File: config.mk
export PLATFORM = sky130hd
export DESIGN_NAME = bound_flasher_monitor_flat
export DESIGN_NICKNAME = d
export VERILOG_FILES = /design/src/rtl/bound_flasher_pkg.sv /design/src/rtl/bound_flasher_monitor_if.sv /design/src/rtl/bound_flasher_monitor_decode.sv /design/src/rtl/bound_flasher_monitor.sv /design/src/flat_wrapper.sv
export SDC_FILE = /design/constraint.sdc
export NUM_CORES = 1
export LEC_CHECK = 0
export ABC_AREA = 0
export BUFFER_PORTS_ARGS = -buffer_cell sky130_fd_sc_hd__buf_2
export CORE_AREA = 10 10 73 75
export CTS_CLUSTER_DIAMETER = 150
export DETAILED_ROUTE_END_ITERATION = 16
export DIE_AREA = 0 0 83 85
export PLACE_DENSITY = 0.85
export SYNTH_ARGS = -nofsm -noshare
export SYNTH_HDL_FRONTEND = slang
export SYNTH_SLANG_ARGS = --single-unit
File: constraint.sdc
create_clock -name clk -period 9.1 [get_ports clk]
set_input_delay 0.91 -clock clk [delete_from_list [all_inputs] [get_ports clk]]
set_output_delay 0.91 -clock clk [all_outputs]
set_load 0.01 [all_outputs]
File: src/rtl/bound_flasher_pkg.sv
// Shared types and bound constants for the bound-flasher receive-side monitor.
// The phase order and bound table define the six-phase flash sequence.
package bound_flasher_pkg;

    localparam int LVL_W = 5;

    typedef logic [LVL_W-1:0] level_t;

    localparam level_t LVL_ZERO = {LVL_W{1'b0}};
    localparam level_t LVL_ONE  = {{(LVL_W-1){1'b0}}, 1'b1};

    typedef enum logic [2:0] {
        PH_IDLE = 3'd0,
        PH_UP0  = 3'd1,
        PH_DN1  = 3'd2,
        PH_UP2  = 3'd3,
        PH_DN3  = 3'd4,
        PH_UP4  = 3'd5,
        PH_DN5  = 3'd6,
        PH_ERR  = 3'd7
    } phase_e;

    localparam level_t UP0_TGT  = 5'd16;
    localparam level_t DN1_TGT  = 5'd5;
    localparam level_t UP2_TGT  = 5'd11;
    localparam level_t DN3_TGT  = 5'd0;
    localparam level_t UP4_TGT  = 5'd6;
    localparam level_t DN5_TGT  = 5'd0;
    localparam level_t KICK_LVL = 5'd5;

    typedef enum logic [1:0] {
        ERR_NONE      = 2'd0,
        ERR_BAD_SHAPE = 2'd1,
        ERR_BAD_STEP  = 2'd2,
        ERR_BAD_DIR   = 2'd3
    } err_code_e;

    // Level at which a phase hands over to the next one.
    function automatic level_t phase_target(input phase_e ph);
        level_t tgt;
        case (ph)
            PH_UP0:  tgt = UP0_TGT;
            PH_DN1:  tgt = DN1_TGT;
            PH_UP2:  tgt = UP2_TGT;
            PH_DN3:  tgt = DN3_TGT;
            PH_UP4:  tgt = UP4_TGT;
            PH_DN5:  tgt = DN5_TGT;
            default: tgt = LVL_ZERO;
        endcase
        return tgt;
    endfunction

    function automatic phase_e phase_after(input phase_e ph);
        phase_e nxt;
        case (ph)
            PH_IDLE: nxt = PH_UP0;
            PH_UP0:  nxt = PH_DN1;
            PH_DN1:  nxt = PH_UP2;
            PH_UP2:  nxt = PH_DN3;
            PH_DN3:  nxt = PH_UP4;
            PH_UP4:  nxt = PH_DN5;
            PH_DN5:  nxt = PH_IDLE;
            default: nxt = PH_ERR;
        endcase
        return nxt;
    endfunction

endpackage

File: src/rtl/bound_flasher_monitor_if.sv
// Lamp bus plus decoded status of the bound-flasher monitor.
// master drives the lamps and reads status; slave is the monitor itself.
interface bound_flasher_monitor_if #(
    parameter int N_LAMPS = 16,
    parameter int CNT_W   = 8
) ();

    logic [N_LAMPS-1:0]        lamps_in;
    logic                      sample_en;
    bound_flasher_pkg::level_t level;
    logic [2:0]                phase;
    logic                      kick;
    logic                      cycle_done;
    logic [CNT_W-1:0]          cycles;
    logic                      err;
    logic [1:0]                err_code;

    modport master (
        output lamps_in, sample_en,
        input  level, phase, kick, cycle_done, cycles, err, err_code
    );

    modport slave (
        input  lamps_in, sample_en,
        output level, phase, kick, cycle_done, cycles, err, err_code
    );

endinterface

File: src/rtl/bound_flasher_monitor_decode.sv
// Thermometer decoder: counts lit lamps and flags patterns that are not 2^n-1.
module lamp_thermo_decode
    import bound_flasher_pkg::*;
#(
    parameter int N_LAMPS = 16
) (
    input  logic [N_LAMPS-1:0] lamps_in,
    output level_t             level_nxt,
    output logic               shape_ok
);

    logic [N_LAMPS-1:0] lamps_inc_s;

    // A thermometer code plus one shares no set bit with itself.
    always_comb begin
        lamps_inc_s = lamps_in + {{(N_LAMPS-1){1'b0}}, 1'b1};
        shape_ok    = ((lamps_in & lamps_inc_s) == {N_LAMPS{1'b0}});
        level_nxt   = LVL_ZERO;
        for (int i = 0; i < N_LAMPS; i++) begin
            level_nxt = level_nxt + level_t'(lamps_in[i]);
        end
    end

endmodule

File: src/rtl/bound_flasher_monitor.sv
// Receive-side monitor for the bound-flasher lamp bus: tracks the flash phase,
// reports kickbacks, completed cycles and the first protocol error seen.
module bound_flasher_monitor
    import bound_flasher_pkg::*;
#(
    parameter int N_LAMPS = 16,
    parameter int CNT_W   = 8
) (
    input  logic                  clk,
    input  logic                  rst,
    bound_flasher_monitor_if.slave bus
);

    level_t            level_nxt_s;
    logic              shape_ok_s;
    logic              step_up_s;
    logic              step_dn_s;
    logic              step_same_s;
    err_code_e         err_new_s;

    phase_e            phase_q, phase_d;
    level_t            level_q, level_d;
    logic              kick_q, kick_d;
    logic              cdone_q, cdone_d;
    logic [CNT_W-1:0]  cycles_q, cycles_d;
    logic              err_q, err_d;
    err_code_e         err_code_q, err_code_d;

    lamp_thermo_decode #(
        .N_LAMPS (N_LAMPS)
    ) u_decode (
        .lamps_in  (bus.lamps_in),
        .level_nxt (level_nxt_s),
        .shape_ok  (shape_ok_s)
    );

    // Classify the new level relative to the last accepted one.
    always_comb begin
        step_same_s = (level_nxt_s == level_q);
        step_up_s   = (level_nxt_s == (level_q + LVL_ONE));
        step_dn_s   = ((level_nxt_s + LVL_ONE) == level_q);
    end

    // Next-state, pulse and error-latch logic for one accepted sample.
    always_comb begin
        phase_d    = phase_q;
        level_d    = level_q;
        kick_d     = 1'b0;
        cdone_d    = 1'b0;
        cycles_d   = cycles_q;
        err_d      = err_q;
        err_code_d = err_code_q;
        err_new_s  = ERR_NONE;

        if (bus.sample_en) begin
            if (!shape_ok_s) begin
                err_new_s = ERR_BAD_SHAPE;
            end else begin
                level_d = level_nxt_s;
                if ((phase_q == PH_ERR) || step_same_s) begin
                    phase_d = phase_q;
                end else if (!step_up_s && !step_dn_s) begin
                    err_new_s = ERR_BAD_STEP;
                end else begin
                    case (phase_q)
                        PH_IDLE: begin
                            if (step_up_s) begin
                                phase_d = PH_UP0;
                            end else begin
                                err_new_s = ERR_BAD_DIR;
                            end
                        end
                        PH_UP0, PH_UP2, PH_UP4: begin
                            if (!step_up_s) begin
                                err_new_s = ERR_BAD_DIR;
                            end else if (level_nxt_s == phase_target(phase_q)) begin
                                phase_d = phase_after(phase_q);
                            end else begin
                                phase_d = phase_q;
                            end
                        end
                        PH_DN1, PH_DN3, PH_DN5: begin
                            if (step_dn_s) begin
                                if (level_nxt_s == phase_target(phase_q)) begin
                                    phase_d = phase_after(phase_q);
                                    if (phase_q == PH_DN5) begin
                                        cdone_d  = 1'b1;
                                        cycles_d = cycles_q + {{(CNT_W-1){1'b0}}, 1'b1};
                                    end else begin
                                        cdone_d  = 1'b0;
                                    end
                                end else begin
                                    phase_d = phase_q;
                                end
                            end else if ((phase_q == PH_DN3) && (level_q == KICK_LVL)) begin
                                // Kickback: DN3 bounces back up from the DN1 floor.
                                phase_d = PH_UP2;
                                kick_d  = 1'b1;
                            end else begin
                                err_new_s = ERR_BAD_DIR;
                            end
                        end
                        default: begin
                            phase_d = phase_q;
                        end
                    endcase
                end
            end
        end else begin
            phase_d = phase_q;
        end

        // An error overrides whatever transition or pulse was computed above.
        if (err_new_s != ERR_NONE) begin
            phase_d  = PH_ERR;
            err_d    = 1'b1;
            kick_d   = 1'b0;
            cdone_d  = 1'b0;
            cycles_d = cycles_q;
            if (err_code_q == ERR_NONE) begin
                err_code_d = err_new_s;
            end else begin
                err_code_d = err_code_q;
            end
        end else begin
            err_d = err_q;
        end
    end

    // State, counter and error latch; a sample seen during reset is dropped.
    always_ff @(posedge clk) begin
        if (rst) begin
            phase_q    <= PH_IDLE;
            level_q    <= LVL_ZERO;
            kick_q     <= 1'b0;
            cdone_q    <= 1'b0;
            cycles_q   <= {CNT_W{1'b0}};
            err_q      <= 1'b0;
            err_code_q <= ERR_NONE;
        end else begin
            phase_q    <= phase_d;
            level_q    <= level_d;
            kick_q     <= kick_d;
            cdone_q    <= cdone_d;
            cycles_q   <= cycles_d;
            err_q      <= err_d;
            err_code_q <= err_code_d;
        end
    end

    assign bus.level      = level_q;
    assign bus.phase      = phase_q;
    assign bus.kick       = kick_q;
    assign bus.cycle_done = cdone_q;
    assign bus.cycles     = cycles_q;
    assign bus.err        = err_q;
    assign bus.err_code   = err_code_q;

endmodule

File: src/flat_wrapper.sv
// flat-port wrapper written by rule: the top's interface ports become plain ports
module bound_flasher_monitor_flat import bound_flasher_pkg::*;
#(
    parameter int N_LAMPS = 16,
    parameter int CNT_W   = 8
)
  (clk, rst, bus_lamps_in, bus_sample_en, bus_level, bus_phase, bus_kick, bus_cycle_done, bus_cycles, bus_err, bus_err_code);
  bound_flasher_monitor_if #(.N_LAMPS(N_LAMPS), .CNT_W(CNT_W)) bus_i ();
  input  logic clk;
  input  logic rst;
  input wire logic [$bits(bus_i.lamps_in)-1:0] bus_lamps_in;
  input wire logic [$bits(bus_i.sample_en)-1:0] bus_sample_en;
  output wire logic [$bits(bus_i.level)-1:0] bus_level;
  output wire logic [$bits(bus_i.phase)-1:0] bus_phase;
  output wire logic [$bits(bus_i.kick)-1:0] bus_kick;
  output wire logic [$bits(bus_i.cycle_done)-1:0] bus_cycle_done;
  output wire logic [$bits(bus_i.cycles)-1:0] bus_cycles;
  output wire logic [$bits(bus_i.err)-1:0] bus_err;
  output wire logic [$bits(bus_i.err_code)-1:0] bus_err_code;
  assign bus_i.lamps_in = bus_lamps_in;
  assign bus_i.sample_en = bus_sample_en;
  assign bus_level = bus_i.level;
  assign bus_phase = bus_i.phase;
  assign bus_kick = bus_i.kick;
  assign bus_cycle_done = bus_i.cycle_done;
  assign bus_cycles = bus_i.cycles;
  assign bus_err = bus_i.err;
  assign bus_err_code = bus_i.err_code;
  bound_flasher_monitor #(.N_LAMPS(N_LAMPS), .CNT_W(CNT_W)) u_core (.clk(clk), .rst(rst), .bus(bus_i));
endmodule
==> metrics, run 1 <==
status=completed; CTS root buffer=clkbuf_8; Seq/Total Area, Yosys=~18%; CTS tree=yes; Die Ht=85 um; via density per instance=roughly 5.9; critical setup path kind=in2reg; critical-path cell list=buf_2 -> inv_1 -> fa_1 -> inv_1 -> fa_1 -> fa_1 -> inv_1 -> fa_1 -> inv_1 -> ha_1 -> inv_1 -> fa_1 -> inv_1 -> ha_1 -> xor2_1 -> nor2_1 -> nand2_1 -> o31a_1 -> or4b_1 -> nor4_2 -> xnor2_1 -> nor2_1; synth top area cells=dfxtp_1 18%, fa_1 8.4%, ha_1 5.8%; share of total power in combinational logic=between 70% and 80%; Netlist cell types=74; worst path required time=9250 ps; Boundary Pins=40; Flop pwr share=between 10% and 20%; DP HPWL=4340 um; CTS Sinks=21; Buf+Inv Stages, Crit Path=7; core area=3910 um^2; Clock Latency Late Sink=between 200 and 300 ps; CP peak stage delay=~700 ps; hold_buf cts=0; vias in the first global route=roughly 2.1k; nets=343; share of cells above drive strength 1=a little under a quarter; IO buf count=39; Total Routed Length=~5500 um; flop2flop setup slack=approximately 6000 ps; FF-to-FF End=u_core.bus.cycles[5]; largest net degree at the start of global routing=21; H-tree depth=1; fillcell total=between 300 and 400; Detail Route Antenna Nets=0; Post-Syn Area per Cell=about 8.7 um^2; post-DR wirelength/cell=around 15 um; Slew HR=around 55%; post-synthesis register bit count=21; largest vdd supply drop=~240 uV; Int Power=about 340 uW; routed vias=approximately 2.1k; TritonCTS buffer count=3; initial core utilization=60.6%; clock power share=9.4%; fraction of registers with async set/reset=0%; most used cell along the critical path=inv_1; fin util=64.8%; reg2reg start=u_core.bus.phase[1]; worst slew pin tran=a little under 700 ps; Post-synth top cells=35 x inv_1, 27 x nor2_1, 21 x dfxtp_1; Hold Startpoint=u_core.bus.err; Die ar.=around 7000 um^2; Startpoint Class=primary input; Critical Path Sink Type=flop; Total GRT Usage=14.9%; Post-Synthesis Cells=273; clk slew on worst S/H paths=around 80 ps; Min-Delay Endpoint=u_core.bus.err; Ant. Diodes=0; Switch Pwr=between 300 and 400 uW; Post-Syn Area=roughly 2400 um^2; gr ovfl total=0; die width=just over 80 um; Synth Flop Type=dfxtp_1; first-pass GRT wire length=between 9000 and 10000 um; Leak=between 0.001 and 0.0015 uW; worst reg2reg path depth=8; PD cells=between 200 and 300 nW/um^2; Yosys top cell by area=dfxtp_1; register area=420 um^2; 1st-pass router iterations=4; Worst Hold Class=reg2reg; clk_skew=~1.8 ps; initial antenna violation count=0; RSZ-0062 raised after global routing=no; gpl congestion=0.945; Max Slew Vio Count=0; f_max=0.157 GHz; cell with the most instances after synthesis=inv_1; CTS max path bufs=2; multi-input logic area=between 1500 and 2000 um^2; critical path arrival=6530 ps; Final Setup Violations=0; Period minus WS final=between 6000 and 7000 ps; max cap viols=0; Mapped Nets=313; sw frac=49.8%; fin crit share=~70%; Fin. Hold Viols=0; post-CTS setup buffer count=0; Layout Area Growth over Synthesis=6.85%; initial drt markers=roughly 180; slowest CP cell=or4b_1; Rows=23; Yosys warnings=0; number of DRC violations after detailed routing=0; Crit path max-delay family=adder cells; EDFF count, synth=0; top fanout value on the critical path=8; CTS resizes=0; Synth top area share=17.7%; hold path depth=2; Setup TNS=0 ps
state kept, by name (all words and copies together), names as in the netlist:
| register | flops |
|---|---|
| u_core.bus.cycle_done | 1 |
| u_core.bus.cycles | 8 |
| u_core.bus.err | 1 |
| u_core.bus.err_code | 2 |
| u_core.bus.kick | 1 |
| u_core.bus.level | 5 |
| u_core.bus.phase | 3 |
worst register-to-register path: cells and delay by family, from the launching register on:
kind | cells | cell delay, ps
and+or+nand+nor | 6 | 1840
DFF | 1 | 720
AOI/OAI and AO/OA | 1 | 240
xor gates and xnor gates | 1 | 150
routing by layer:
| metal | GRT usage (%) | vias to the layer above | routed length (um) |
|---|---|---|---|
| li1 | - | 1023 | - |
| met1 | 16.7 | 963 | 2240 |
| met2 | 26.4 | 70 | 2760 |
| met3 | 2.58 | 15 | 298 |
| met4 | 7.43 | 0 | 153 |
| met5 | 0 | - | 0 |
layout make-up:
type / instances / share of cell area [%]
Sequential cell: 21 / 16.6
Multi-Input combinational cell: 203 / 66.2
Timing Repair Buffer: 39 / 7.70
Inverter: 35 / 5.18
Clock inverter: 1 / 0.296
Clock buffer: 3 / 1.63
Tap cell: 50 / 2.47
metrics by stage:
| stage | total power, uW | hold slack, ps | instances | cell area (um^2) | setup slack, ps |
|---|---|---|---|---|---|
| final | 686 | 442 | 352 | 2540 | 2720 |
| after global routing | 745 | 495 | 352 | 2540 | 2430 |
| after CTS | 679 | 445 | 352 | 2540 | 2760 |
| after detailed placement | 613 | 433 | 348 | 2490 | 2480 |
| after global placement | 595 | 434 | 348 | 2490 | 2660 |
| after floorplan | 566 | 470 | 273 | 2370 | 3040 |
power by group through the flow:
stage / clock (uW) / combinational, uW / sequential [uW]
final: 64.4 / 520 / 102
after global routing: 69.3 / 572 / 103
after CTS: 65.5 / 513 / 101
after detailed placement: 0 / 509 / 104
after global placement: 0 / 491 / 104
after floorplan: 0 / 466 / 99.8
worst max-delay path by stage:
stage | cells past startpoint | from | slack [ps] | endpoint
2_1_floorplan | 23 | bus_lamps_in[0] | 3040 | u_core.bus.cycles[4]
3_3_place_gp | 22 | bus_lamps_in[0] | 2660 | u_core.bus.cycles[4]
3_5_place_dp | 22 | bus_lamps_in[0] | 2480 | u_core.bus.cycles[5]
4_1_cts | 22 | bus_lamps_in[0] | 2760 | u_core.bus.cycles[5]
5_1_grt | 22 | bus_lamps_in[0] | 2430 | u_core.bus.cycles[7]
6_report | 22 | bus_lamps_in[0] | 2720 | u_core.bus.cycles[5]
logic make-up (layout without fill, tap and decap cells):
group	count (synthesis)	in the layout	synth area share (%)
AO/OA/AOI/OAI	62	62	20.5
XOR/XNOR	20	20	9.38
adder cells (fa/ha/maj)	21	21	14.2
buffers and inverters	49	78	11.6
flip-flops	21	21	17.7
multiplexers	4	4	1.90
AND/OR/NAND/NOR	96	96	24.7
cell usage in the layout, fill, tap and decap left out, types with 3 or more instances in the layout:
cell,Yosys,layout
a211oi_1,5,5
a21o_1,4,4
a21oi_1,14,14
a31oi_1,3,3
and3_1,3,3
buf_2,1,39
clkbuf_8,4,3
dfxtp_1,21,21
fa_1,10,10
ha_1,11,11
inv_1,35,35
mux2i_1,3,3
nand2_1,10,10
nand2b_1,4,4
nand3_1,11,11
nand3b_1,3,3
nor2_1,27,27
nor2b_1,3,3
nor3_1,4,4
nor4_2,5,5
o2111ai_1,4,4
o21ai_0,3,3
or3_1,3,3
xnor2_1,12,12
xor2_1,4,4
No activity file was read; power rests on OpenSTA's default activity.
==> inputs of run 2 (changes only) <==
--- a/config.mk
+++ b/config.mk
@@ -5,13 +5,13 @@
 export SDC_FILE = /design/constraint.sdc
 export NUM_CORES = 1
 export LEC_CHECK = 0
-export ABC_AREA = 0
+export ABC_AREA = 1
 export BUFFER_PORTS_ARGS = -buffer_cell sky130_fd_sc_hd__buf_2
-export CORE_AREA = 10 10 73 75
+export CORE_AREA = 10 10 77 79
 export CTS_CLUSTER_DIAMETER = 150
 export DETAILED_ROUTE_END_ITERATION = 16
-export DIE_AREA = 0 0 83 85
-export PLACE_DENSITY = 0.85
+export DIE_AREA = 0 0 87 89
+export PLACE_DENSITY = 0.75
 export SYNTH_ARGS = -nofsm -noshare
 export SYNTH_HDL_FRONTEND = slang
 export SYNTH_SLANG_ARGS = --single-unit
==> constraint.sdc (replaced) <==
create_clock -name clk -period 5.3 [get_ports clk]
set_input_delay 0.53 -clock clk [delete_from_list [all_inputs] [get_ports clk]]
set_output_delay 0.53 -clock clk [all_outputs]
set_load 0.01 [all_outputs]
==> metrics, run 2 <==
status=completed; most common cell after layout, fill and taps aside=nand2_1; gr ovfl total=0; worst path required time=between 5000 and 6000 ps; H-tree depth=1; routed vias=2265; PD cells=421 nW/um^2; CTS root buffer=clkbuf_8; Post-synth top cells=86 x nand2_1, 59 x inv_1, 36 x nand3_1; flop2flop setup slack=around 3100 ps; initial drt markers=around 120; Period minus WS final=4990 ps; Yosys top cell by area=dfxtp_1; Netlist cell types=29; Ant. Diodes=0; EDFF count, synth=0; fin util=55.6%; multi-input logic area=roughly 1500 um^2; Boundary Pins=40; gpl congestion=about 0.91; largest vdd supply drop=244 uV; DP HPWL=4580 um; max cap viols=0; via density per instance=5.08; die width=approximately 87 um; Total Routed Length=between 5000 and 6000 um; Synth top area share=19.1%; Rows=25; vias in the first global route=2312; Power, Total=1060 uW; Layout Area Growth over Synthesis=14.7%; post-synthesis register bit count=21; synth top area cells=dfxtp_1 19%, nand2_1 15%, inv_1 10%; core area=~4500 um^2; share of total power in combinational logic=between 70% and 80%; Post-Syn Area=approximately 2200 um^2; largest net degree at the start of global routing=12; max FFs per register=8; Final Setup Violations=0; critical setup path kind=in2reg; cell with the most instances after synthesis=nand2_1; Critical Path Sink Type=flop; IO buf count=39; first-pass GRT wire length=9820 um; initial core utilization=around half; CTS Sinks=21; Post-Synthesis Cells=350; Worst Hold Class=reg2reg; CTS max path bufs=2; clk slew on worst S/H paths=70 ps; fraction of registers with async set/reset=0%; Flop pwr share=between 10% and 20%; WHS=464 ps; worst slew pin tran=568 ps; most frequent cells in the layout=86 x nand2_1, 59 x inv_1, 39 x buf_2; Detail Route Antenna Nets=0; Slew HR=between 60% and 70%; Switch Pwr=556 uW; nets=approximately 430; f_max=between 0.2 and 0.25 GHz; Total GRT Usage=between 10 and 15%; fin crit share=~94%; sw frac=approximately 52%; clk_skew=2.63 ps; Startpoint Class=primary input; Leak=roughly 0.0013 uW; register area=roughly 420 um^2; Post-Syn Area per Cell=roughly 6.3 um^2; post-DR wirelength/cell=between 10 and 15 um; Synth Flop Type=dfxtp_1; Die ar.=7740 um^2; Mapped Nets=390; 1st-pass router iterations=4; initial antenna violation count=0; CTS tree=yes; Int Power=just over 500 uW; Die Ht=just under 90 um; clock power share=under 10%; Yosys warnings=0; share of cells above drive strength 1=20.4%; fillcell total=438; TritonCTS buffer count=3; top fanout value on the critical path=7; Fin. Hold Viols=0; number of DRC violations after detailed routing=0; Seq/Total Area, Yosys=a little under a fifth; Max Slew Vio Count=0; Clock Latency Late Sink=260 ps; critical path arrival=about 5200 ps; post-CTS setup buffer count=0
## run 2: worst paths after layout
kind / from / endpoint / depth (start not counted)
worst max-delay path: bus_lamps_in[0] / u_core.bus.kick / 28
worst min-delay path: u_core.bus.err / u_core.bus.err / 2
worst max register to register: u_core.bus.level[1] / u_core.bus.phase[2] / 14
worst min register to register: u_core.bus.err / u_core.bus.err / 2
## run 2: power groups by stage
stage / registers (uW) / clock network, uW / logic (uW)
after floorplan: 169 / 0 / 595
after global placement: 169 / 0 / 755
after detailed placement: 169 / 0 / 775
after CTS: 165 / 107 / 779
after global routing: 166 / 114 / 893
final: 165 / 105 / 793
## run 2: metrics by stage
stage               std cells  setup WS, ps  instance area (um^2)  setup TNS [ps]
floorplan                 350           297                  2200               0
global placement          442          99.1                  2470               0
detailed placement        442         -24.9                  2470           -36.5
CTS                       446           232                  2510               0
global route              446         -2.45                  2520           -4.63
finish                    446           312                  2520               0
## run 2: worst max-delay path, stage by stage
cell and delay [ps]:
buf_2 100, inv_1 70, fa_1 530, inv_1 50
fa_1 470, fa_1 510, inv_1 50, fa_1 430
inv_1 70, ha_2 180, inv_1 50, fa_1 500
inv_1 70, ha_1 280, xor2_1 140, nor2_1 140
nand3_2 100, nor2_4 150, nand2_4 100, nand2_1 90
nand2_1 50, nand2_1 60, nand2_1 60, nand2_1 60
nand2_1 70, inv_2 90, nand2_1 80, nor2_1 100
## run 2: cell type report
| type | instances | area share, % |
|---|---|---|
| Tap cell | 54 | 2.68 |
| Multi-Input combinational cell | 260 | 60.5 |
| Sequential cell | 21 | 16.7 |
| Timing Repair Buffer | 42 | 8.64 |
| Inverter | 65 | 9.73 |
| Clock buffer | 4 | 1.79 |
## run 2: timing repair
| action | in CTS | in global routing |
|---|---|---|
| setup endpoints to repair | 0 | 4 |
| resized for setup | 0 | 3 |
| hold buffers | 0 | 0 |
| endpoints found under the hold margin | 0 | 0 |
## run 2: cells by family (layout without fill, tap and decap cells)
group           after synthesis  in the layout  share of synthesized area (%)
simple gates                195            195                           41.5
buf+inv                      69            111                           11.8
compound gates               36             36                           8.94
fa+ha+maj                    21             21                           15.4
flops                        21             21                           19.1
xor+xnor                      8              8                           3.19
## run 2: layer usage
layer / GRT usage (%) / vias to the layer above / share of wire [%]
met5: 0 / - / 0
met4: 4.57 / 0 / 2.0
met3: 3.46 / 13 / 6.8
met2: 25.6 / 57 / 47
met1: 18.0 / 1020 / 44
li1: - / 1175 / -
